[src/rtl/softmax_pkg.sv]
// FP32 field layout and constants shared by the softmax exp path.
// Used by exp_combine; no logic of its own.
package softmax_pkg;
    localparam int EXP_W = 8;
    localparam int MAN_W = 23;
    localparam int BIAS  = 127;
    localparam logic [30:0] FP32_MAX_FINITE = 31'h7F7FFFFF;

    typedef struct packed {
        logic             sign;
        logic [EXP_W-1:0] exp;
        logic [MAN_W-1:0] man;
    } fp32_t;
endpackage

[src/rtl/exp_combine_if.sv]
// Stream bundle between shifter/approximator, exp_combine and the accumulator.
// slave = combiner view, master = producer/consumer view.
interface exp_combine_if #(parameter int BITWIDTH = 32);
    logic                Pow2_vld;
    logic [BITWIDTH-1:0] Pow2_data;
    logic                Frac_vld;
    logic [BITWIDTH-1:0] Frac_data;
    logic                Out_vld;
    logic                Out_rdy;
    logic [BITWIDTH-1:0] Out_data;
    logic                Err_ovf;

    modport slave (
        input  Pow2_vld, Pow2_data, Frac_vld, Frac_data, Out_rdy,
        output Out_vld, Out_data, Err_ovf
    );
    modport master (
        output Pow2_vld, Pow2_data, Frac_vld, Frac_data, Out_rdy,
        input  Out_vld, Out_data, Err_ovf
    );
endinterface

[src/rtl/sync_fifo.sv]
// Synchronous FIFO with combinational read port; push into a full FIFO is dropped
// and flagged on ovf_o unless a pop frees the slot in the same cycle.
module sync_fifo #(
    parameter int WIDTH = 32,
    parameter int DEPTH = 4
) (
    input  logic             Clock,
    input  logic             Reset,
    input  logic             push_i,
    input  logic [WIDTH-1:0] dat_i,
    input  logic             pop_i,
    output logic [WIDTH-1:0] dat_o,
    output logic             full_o,
    output logic             empty_o,
    output logic             ovf_o
);
    localparam int AW = $clog2(DEPTH);

    logic [WIDTH-1:0] mem_q [DEPTH];
    logic [AW-1:0]    wr_ptr_q, rd_ptr_q;
    logic [AW:0]      cnt_q;
    logic             do_push, do_pop;

    assign full_o  = (cnt_q == (AW+1)'(DEPTH));
    assign empty_o = (cnt_q == '0);
    assign dat_o   = mem_q[rd_ptr_q];
    assign do_pop  = pop_i && !empty_o;
    assign do_push = push_i && (!full_o || do_pop);
    assign ovf_o   = push_i && full_o && !do_pop;

    always_ff @(posedge Clock) begin
        if (Reset) begin
            wr_ptr_q <= '0;
            rd_ptr_q <= '0;
            cnt_q    <= '0;
        end else begin
            if (do_push) wr_ptr_q <= wr_ptr_q + 1'b1;
            if (do_pop)  rd_ptr_q <= rd_ptr_q + 1'b1;
            case ({do_push, do_pop})
                2'b10:   cnt_q <= cnt_q + 1'b1;
                2'b01:   cnt_q <= cnt_q - 1'b1;
                default: cnt_q <= cnt_q;
            endcase
        end
    end

    always_ff @(posedge Clock) begin
        if (do_push) mem_q[wr_ptr_q] <= dat_i;
    end
endmodule

[src/rtl/exp_combine.sv]
// Pairs 2^k and 2^f FP32 streams through alignment FIFOs and forms 2^k*2^f by
// exponent addition with saturate/flush; 2-stage pipeline, stalls on Out_rdy.
// Optional EXP_COMBINE_STATS_EN adds saturate/flush event counters.
module exp_combine
    import softmax_pkg::*;
#(
    parameter int BITWIDTH = 32,
    parameter int DEPTH    = 4
) (
    input  logic         Clock,
    input  logic         Reset,
    exp_combine_if.slave bus
`ifdef EXP_COMBINE_STATS_EN
    ,
    output logic [15:0]  Sat_cnt,
    output logic [15:0]  Flush_cnt
`endif
);
    logic [BITWIDTH-1:0] p_raw, f_raw;
    fp32_t               p_dat, f_dat;
    logic                p_empty, p_full, p_ovf;
    logic                f_empty, f_full, f_ovf;
    logic                pop, s1_adv, s2_adv;

    logic                s1_vld_q, s1_sign_q, s1_zero_q, s1_inf_q;
    logic signed [9:0]   s1_esum_q;
    logic [MAN_W-1:0]    s1_man_q;
    logic                out_vld_q, err_q;
    logic [BITWIDTH-1:0] out_dat_q, res_d;

    sync_fifo #(.WIDTH(BITWIDTH), .DEPTH(DEPTH)) u_fifo_p (
        .Clock(Clock), .Reset(Reset), .push_i(bus.Pow2_vld), .dat_i(bus.Pow2_data),
        .pop_i(pop), .dat_o(p_raw), .full_o(p_full), .empty_o(p_empty), .ovf_o(p_ovf)
    );
    sync_fifo #(.WIDTH(BITWIDTH), .DEPTH(DEPTH)) u_fifo_f (
        .Clock(Clock), .Reset(Reset), .push_i(bus.Frac_vld), .dat_i(bus.Frac_data),
        .pop_i(pop), .dat_o(f_raw), .full_o(f_full), .empty_o(f_empty), .ovf_o(f_ovf)
    );

    assign p_dat  = fp32_t'(p_raw);
    assign f_dat  = fp32_t'(f_raw);
    assign s2_adv = !out_vld_q || bus.Out_rdy;
    assign s1_adv = !s1_vld_q || s2_adv;
    assign pop    = !p_empty && !f_empty && s1_adv;

    always_ff @(posedge Clock) begin
        if (Reset) begin
            s1_vld_q <= 1'b0;
        end else if (s1_adv) begin
            s1_vld_q <= pop;
        end
        if (pop) begin
            s1_sign_q <= p_dat.sign ^ f_dat.sign;
            // 10-bit signed holds the full range -127..383 of EP+EF-BIAS
            s1_esum_q <= $signed({2'b00, p_dat.exp} + {2'b00, f_dat.exp} - 10'(BIAS));
            s1_man_q  <= f_dat.man;
            s1_zero_q <= (p_dat.exp == '0) || (f_dat.exp == '0);
            s1_inf_q  <= (p_dat.exp == '1) || (f_dat.exp == '1);
        end
    end

    always_comb begin
        res_d = '0;
        if (s1_zero_q)
            res_d = {s1_sign_q, 31'h0};
        else if (s1_inf_q || s1_esum_q >= 10'sd255)
            res_d = {s1_sign_q, FP32_MAX_FINITE};
        else if (s1_esum_q <= 10'sd0)
            res_d = {s1_sign_q, 31'h0};
        else
            res_d = {s1_sign_q, s1_esum_q[7:0], s1_man_q};
    end

    always_ff @(posedge Clock) begin
        if (Reset) begin
            out_vld_q <= 1'b0;
            out_dat_q <= '0;
            err_q     <= 1'b0;
        end else begin
            if (s2_adv) begin
                out_vld_q <= s1_vld_q;
                if (s1_vld_q) out_dat_q <= res_d;
            end
            err_q <= err_q | p_ovf | f_ovf;
        end
    end

    assign bus.Out_vld  = out_vld_q;
    assign bus.Out_data = out_dat_q;
    assign bus.Err_ovf  = err_q;

`ifdef EXP_COMBINE_STATS_EN
    logic        sat_tag_q, flush_tag_q, accept;
    logic [15:0] sat_cnt_q, flush_cnt_q;

    assign accept = out_vld_q && bus.Out_rdy;

    always_ff @(posedge Clock) begin
        if (Reset) begin
            sat_tag_q   <= 1'b0;
            flush_tag_q <= 1'b0;
            sat_cnt_q   <= '0;
            flush_cnt_q <= '0;
        end else begin
            if (s2_adv && s1_vld_q) begin
                sat_tag_q   <= !s1_zero_q && (s1_inf_q || s1_esum_q >= 10'sd255);
                flush_tag_q <= !s1_zero_q && !s1_inf_q && (s1_esum_q <= 10'sd0);
            end
            if (accept && sat_tag_q && sat_cnt_q != 16'hFFFF)
                sat_cnt_q <= sat_cnt_q + 16'd1;
            if (accept && flush_tag_q && flush_cnt_q != 16'hFFFF)
                flush_cnt_q <= flush_cnt_q + 16'd1;
        end
    end

    assign Sat_cnt   = sat_cnt_q;
    assign Flush_cnt = flush_cnt_q;
`endif
endmodule
[src/flat_wrapper.sv]
// flat-port wrapper written by rule: the top's interface ports become plain ports
module exp_combine_flat import softmax_pkg::*;
#(
    parameter int BITWIDTH = 32,
    parameter int DEPTH    = 4
)
  (Clock, Reset, bus_Pow2_vld, bus_Pow2_data, bus_Frac_vld, bus_Frac_data, bus_Out_rdy, bus_Out_vld, bus_Out_data, bus_Err_ovf);
  exp_combine_if #(.BITWIDTH(BITWIDTH)) bus_i ();
  input  logic Clock;
  input  logic Reset;
  input wire logic [$bits(bus_i.Pow2_vld)-1:0] bus_Pow2_vld;
  input wire logic [$bits(bus_i.Pow2_data)-1:0] bus_Pow2_data;
  input wire logic [$bits(bus_i.Frac_vld)-1:0] bus_Frac_vld;
  input wire logic [$bits(bus_i.Frac_data)-1:0] bus_Frac_data;
  input wire logic [$bits(bus_i.Out_rdy)-1:0] bus_Out_rdy;
  output wire logic [$bits(bus_i.Out_vld)-1:0] bus_Out_vld;
  output wire logic [$bits(bus_i.Out_data)-1:0] bus_Out_data;
  output wire logic [$bits(bus_i.Err_ovf)-1:0] bus_Err_ovf;
  assign bus_i.Pow2_vld = bus_Pow2_vld;
  assign bus_i.Pow2_data = bus_Pow2_data;
  assign bus_i.Frac_vld = bus_Frac_vld;
  assign bus_i.Frac_data = bus_Frac_data;
  assign bus_i.Out_rdy = bus_Out_rdy;
  assign bus_Out_vld = bus_i.Out_vld;
  assign bus_Out_data = bus_i.Out_data;
  assign bus_Err_ovf = bus_i.Err_ovf;
  exp_combine #(.BITWIDTH(BITWIDTH), .DEPTH(DEPTH)) u_core (.Clock(Clock), .Reset(Reset), .bus(bus_i));
endmodule
[config.mk]
export PLATFORM = sky130hd
export DESIGN_NAME = exp_combine_flat
export DESIGN_NICKNAME = d
export VERILOG_FILES = /design/src/rtl/softmax_pkg.sv /design/src/rtl/exp_combine_if.sv /design/src/rtl/sync_fifo.sv /design/src/rtl/exp_combine.sv /design/src/flat_wrapper.sv
export SDC_FILE = /design/constraint.sdc
export NUM_CORES = 1
export LEC_CHECK = 0
export BUFFER_PORTS_ARGS = -buffer_cell sky130_fd_sc_hd__clkbuf_2
export CORE_MARGIN = 8
export CORE_UTILIZATION = 34
export CTS_CLUSTER_DIAMETER = 80
export DETAILED_ROUTE_END_ITERATION = 10
export GPL_ROUTABILITY_DRIVEN = 0
export PLACE_DENSITY_LB_ADDON = 0.05
export SYNTH_ARGS = -nofsm -noshare
export SYNTH_HDL_FRONTEND = slang
export SYNTH_SLANG_ARGS = --single-unit
export TNS_END_PERCENT = 1
[constraint.sdc]
create_clock -name Clock -period 5 [get_ports Clock]
set_clock_uncertainty 0.1 [all_clocks]
set_input_delay 1.25 -clock Clock [delete_from_list [all_inputs] [get_ports Clock]]
set_output_delay 1.25 -clock Clock [all_outputs]
set_load 0.1 [all_outputs]
Word-level counts from Yosys, hierarchy flattened
Memories as Yosys holds them, arrays and structs flattened. A register that Yosys moved wholly into a read port is not among the register bits. Index checks and enable logic that the tools add are counted.

Bits in writable memories: 256. Output and inout bits: 34. Word-level logic and storage cells: 85. Bits in registers: 85. Memories: 2.

Reductions and logical operators: 32. Bitwise operators: 3. $lt $le $gt $ge: 2. Add/subtract/negate cells: 10. Muxes and demuxes: 13. Equality and inequality tests: 8.

Memory list: u_core.u_fifo_f.mem_q (depth 4, bits a word 32, read ports 1, clocked after Yosys merged registers in 1, wr ports 1, line sync_fifo.sv:19) `logic [WIDTH-1:0] mem_q [DEPTH];`; u_core.u_fifo_p.mem_q (depth 4, bits a word 32, read ports 1, clocked after Yosys merged registers in 1, wr ports 1, line sync_fifo.sv:19).

Operators with widths (count): $mux W31 (3); $eq A8 B8 Y1 const B (2); $logic_not A8 Y1 (2); $pmux W3 S2 (2); $ge A10 B9 Y1 const B (1); $le A10 B1 Y1 const B (1); $logic_and A1 B1 Y1 (10); $sub A10 B7 Y10 const B (1); $add A8 B8 Y9 (1); $add A2 B1 Y2 const B (4); $logic_not A1 Y1 (8); $mux W2 (4); $logic_or A1 B1 Y1 (7); $add A3 B1 Y3 const B (2); $eq A3 B3 Y1 const B (2); $logic_not A3 Y1 (2); $sub A3 B1 Y3 const B (2); $eq A2 B1 Y1 const B (2); $eq A2 B2 Y1 const B (2); $mux W1 (4); $reduce_bool A2 Y1 (2); $or A1 B1 Y1 (2); $reduce_and A2 Y1 (1); $xor A1 B1 Y1 (1).

Depth between registers and ports, before layout
Depth after elaboration: 9. Gate-level depth with buffers: 10. Mapped depth without buffers: 10.

Modules after synthesis
Synthesis repeated with hierarchy kept, for this count alone.

Cell total of the unflattened synthesis: 668. Area total of the unflattened synthesis: 13156.4 µm².

By module, submodules not included: sync_fifo (seq. area each 4023.9 µm², area each 5136.2 µm², instances 2, cells each 222); exp_combine (seq. area each 1781.7 µm², area each 2884.0 µm², instances 1, cells each 224).

Worst setup path after synthesis
Ideal clock, no wire load.

Path type: input to register. From: input port bus_Out_rdy. To: register u_core.s1_esum_q[0] (enable). Slack: 424 ps. Required time: 4426 ps. Stages: 2. Arrival: 4002 ps. Cells stage by stage: and3b_1 nor3_1.

Cells in the longest elaborated chain, start to end: 3.

RTL lines: start: declaration (line flat_wrapper.sv:15) `input wire logic [$bits(bus_i.Out_rdy)-1:0] bus_Out_rdy;`; $logic_or A1 B1 Y1 (line exp_combine.sv:42) `assign s2_adv = !out_vld_q || bus.Out_rdy;`; $logic_or A1 B1 Y1 (line exp_combine.sv:43) `assign s1_adv = !s1_vld_q || s2_adv;`; $logic_and A1 B1 Y1 (line exp_combine.sv:44) `assign pop = !p_empty && !f_empty && s1_adv;`; named net u_core.pop (line exp_combine.sv:23) `logic pop, s1_adv, s2_adv;`; end signal: assignment (line exp_combine.sv:55) `s1_esum_q <= $signed({2'b00, p_dat.exp} + {2'b00, f_dat.exp} - 10'(BIAS));`; end: declaration (line exp_combine.sv:26) `logic signed [9:0] s1_esum_q;`.

The timed path passes the listed nets, and every way through them passes these cells. A chain may end at the register's enable or synchronous reset.

==> run metrics <==
TNS Setup=0 ns; WL final=21.2 mm; # hold bufs at CTS=0; Layout fillers=2746; Leak=4.09 nW; clock share of power=27.8%; CP Capture Type=flop; Post-CTS Setup Bufs=0; placed cell count=1101; total CTS buffers=28; CTS tree=built; critical path peak fanout=11; mean number of vias per cell=4.80; top cells by area, synth=edfxtp_1 59%, dfxtp_1 10%, mux4_2 9.1%, nand2_1 2.4%, ha_1 2.3%; vias post-DR=5522; floorplan core area=0.0295 mm^2; clk slew on worst S/H paths=0.06 ns; WHS=0.350 ns; first-pass GRT wire length=33.7 mm; CP bufs+invs=2; Pwr per Cell Area=576 mW/mm^2; switching power share of the total=33.2%; CP max stage delay=0.77 ns; post-route cell area=0.0118 mm^2; ys async rst share=0%; CTS resizes=0; # DRC=0; type of origin of the critical path=flop; Remaining Overflow, GRT=0; RSZ-0062 raised after global routing=false; cell area after synthesis=0.0101 mm^2; status=complete, no violations; internal power=4.55 mW; Synth Instances=652; Nets=832; die area=0.0355 mm^2; CTS Root Cell=clkbuf_16; commonest non-fill, non-tap cell in the layout=edfxtp_1; final non-filler cell total=1151; post-synthesis sequential area ratio=69.8%; Tot Pwr=6.81 mW; DR iter-0 viols=261; Post-DP HPWL=13.6 mm; share of layout cells above drive strength 1=22.9%; slowest CP cell=dfxtp_1; row count=63; Synth cell types=45; warning count from the yosys run=0; DIE WIDTH=189 um; Tmin final=3.66 ns; Switch Pwr=2.26 mW; Sink Count=253; WL met2=9.97 mm; Fmax=273 MHz; wire length on met3=1.01 mm; area share of the largest cell type after synthesis=59.3%; Final setup viols=0; part of the cycle the worst path needs=73.2%; max_cap viols=0; Pre-antenna DRT Iters=4; Mapped Nets=743; Min-Delay Path Class=reg -> reg; Reg power frac=42.6%; Placed Area=0.0110 mm^2; DIE HEIGHT=189 um; final antenna-violating net count=0; Worst-Margin Slew=1.11 ns; max-slew headroom at the worst pin=26.1%; H-Tree Depth=1; boundary pin count=103; crit path kind=reg -> reg; Fin. Hold Viols=0; vias in the first global route=5897; Req. time, crit path=5.18 ns; largest net degree at the start of global routing=52; CP top delay family=adder cells; ant diodes=0; GRT Overall Usage=12.0%; Top FF cell, synth=edfxtp_1; initial core utilization=34.3%; Max Slew Vio Count=0; mean routed wirelength per cell=18.4 um; Buffers on Ports=79; Logic pwr share=29.6%; post-synth top area cell=edfxtp_1; CP Cell Sequence=buf_4 -> mux4_2 -> fa_1 -> ha_1 -> inv_1 -> a2111o_1 -> a211oi_2 -> and4_1 -> a211oi_2; antenna violations before repair=1; clock tree buffer depth=3; CP dominant cell by count=a211oi_2; VDD IR max=0.292 mV; Clock Latency Late Sink=0.53 ns; Syn Area/Cell=15.5 um^2; synthesis-to-finish area growth=16.8%; Post-synth EDFFs=200; Worst EP arrival=3.84 ns; most frequent cells in the layout=200 x edfxtp_1, 79 x clkbuf_2, 64 x nand2_1; top layer in use=met5; metal1 wirelength=9.74 mm; flops & latches, synth=253
area by class of cell:
class                   count  area, um^2  share of cell area (%)
repair buffers             90         478                    4.04
flip-flops and latches    253        7070                    59.8
multi-input cells         351        2860                    24.2
clock buffers              39         783                    6.63
well taps                 390         488                    4.13
clock inverters            11        71.3                   0.604
inverters                  17        63.8                   0.540
per-stage QoR:
step / worst slack [ns] / utilization [%]
floorplan: 0.424 / -
global placement: 1.27 / 37.2
detailed placement: 1.27 / 37.2
CTS: 1.25 / 40.1
global route: 1.00 / 40.1
finish: 1.34 / 40.1
layer usage:
layer	global-route usage, %	vias up
li1	-	2638
met1	15.6	2753
met2	20.0	98
met3	2.61	31
met4	3.04	2
met5	0	-
cells in the mapped netlist (3+ instances only):
| master | number |
|---|---|
| a21o_1 | 28 |
| a21oi_1 | 36 |
| and2_1 | 9 |
| and3_1 | 3 |
| buf_2 | 7 |
| clkbuf_1 | 22 |
| dfxtp_1 | 53 |
| edfxtp_1 | 200 |
| fa_1 | 3 |
| ha_1 | 19 |
| inv_1 | 17 |
| mux2i_1 | 4 |
| mux4_2 | 41 |
| nand2_1 | 64 |
| nand3_1 | 6 |
| nand4_1 | 10 |
| nor2_1 | 52 |
| nor2b_1 | 3 |
| nor3_1 | 6 |
| nor3b_1 | 3 |
| nor4_1 | 6 |
| o21a_1 | 3 |
| o21ai_0 | 4 |
| o31a_1 | 5 |
| or3_1 | 3 |
| xnor2_1 | 9 |
| xor2_1 | 11 |
path summary, 6_finish.rpt:
kind | end | start | slack (ns) | depth (start not counted)
setup reg to reg | u_core.s1_esum_q[8] | flop | 1.34 | 9
hold reg to reg | u_core.bus.Out_data[20] | u_core.bus.Out_data[20] | 0.35 | 2
hold / removal | u_core.bus.Out_data[20] | u_core.bus.Out_data[20] | 0.35 | 2
setup / recovery | u_core.s1_esum_q[8] | flop | 1.34 | 9
sequential cells by signal (all words and copies together), names as in the netlist, 2 cells and up, named ones only:
signal / cells
u_core.u_fifo_f.mem_q: 128
u_core.u_fifo_p.mem_q: 36
u_core.bus.Out_data: 32
u_core.s1_man_q: 23
u_core.s1_esum_q: 10
u_core.u_fifo_f.cnt_q: 3
u_core.u_fifo_p.cnt_q: 3
u_core.u_fifo_f.rd_ptr_q: 2
u_core.u_fifo_f.wr_ptr_q: 2
u_core.u_fifo_p.rd_ptr_q: 2
u_core.u_fifo_p.wr_ptr_q: 2
cell families (layout without fill, tap and decap cells):
logic type	Yosys count	after routing	share of synthesized area, %
AO/OA/AOI/OAI	92	92	6.16
XOR/XNOR	20	20	1.73
adder cells (fa/ha/maj)	22	22	2.94
buffers and inverters	48	157	2.02
flip-flops	253	253	69.8
multiplexers	45	45	9.52
AND/OR/NAND/NOR	172	172	7.80
worst min-delay path: cells and delay by family (launching register included):
kind	cells	cell delay, ns
AOI/OAI and AO/OA	1	0.05
DFF	1	0.30
and+or+nand+nor	1	0.05
power by group through the flow:
stage          clock network [mW]  logic [mW]  registers [mW]
2_1_floorplan                   0        1.34            3.15
3_3_place_gp                    0        2.02            2.93
3_5_place_dp                    0        2.04            2.95
4_1_cts                      1.97        2.05            2.91
5_1_grt                      2.04        2.23            2.94
6_report                     1.90        2.02            2.90
Power figures use the tool's default switching activity.
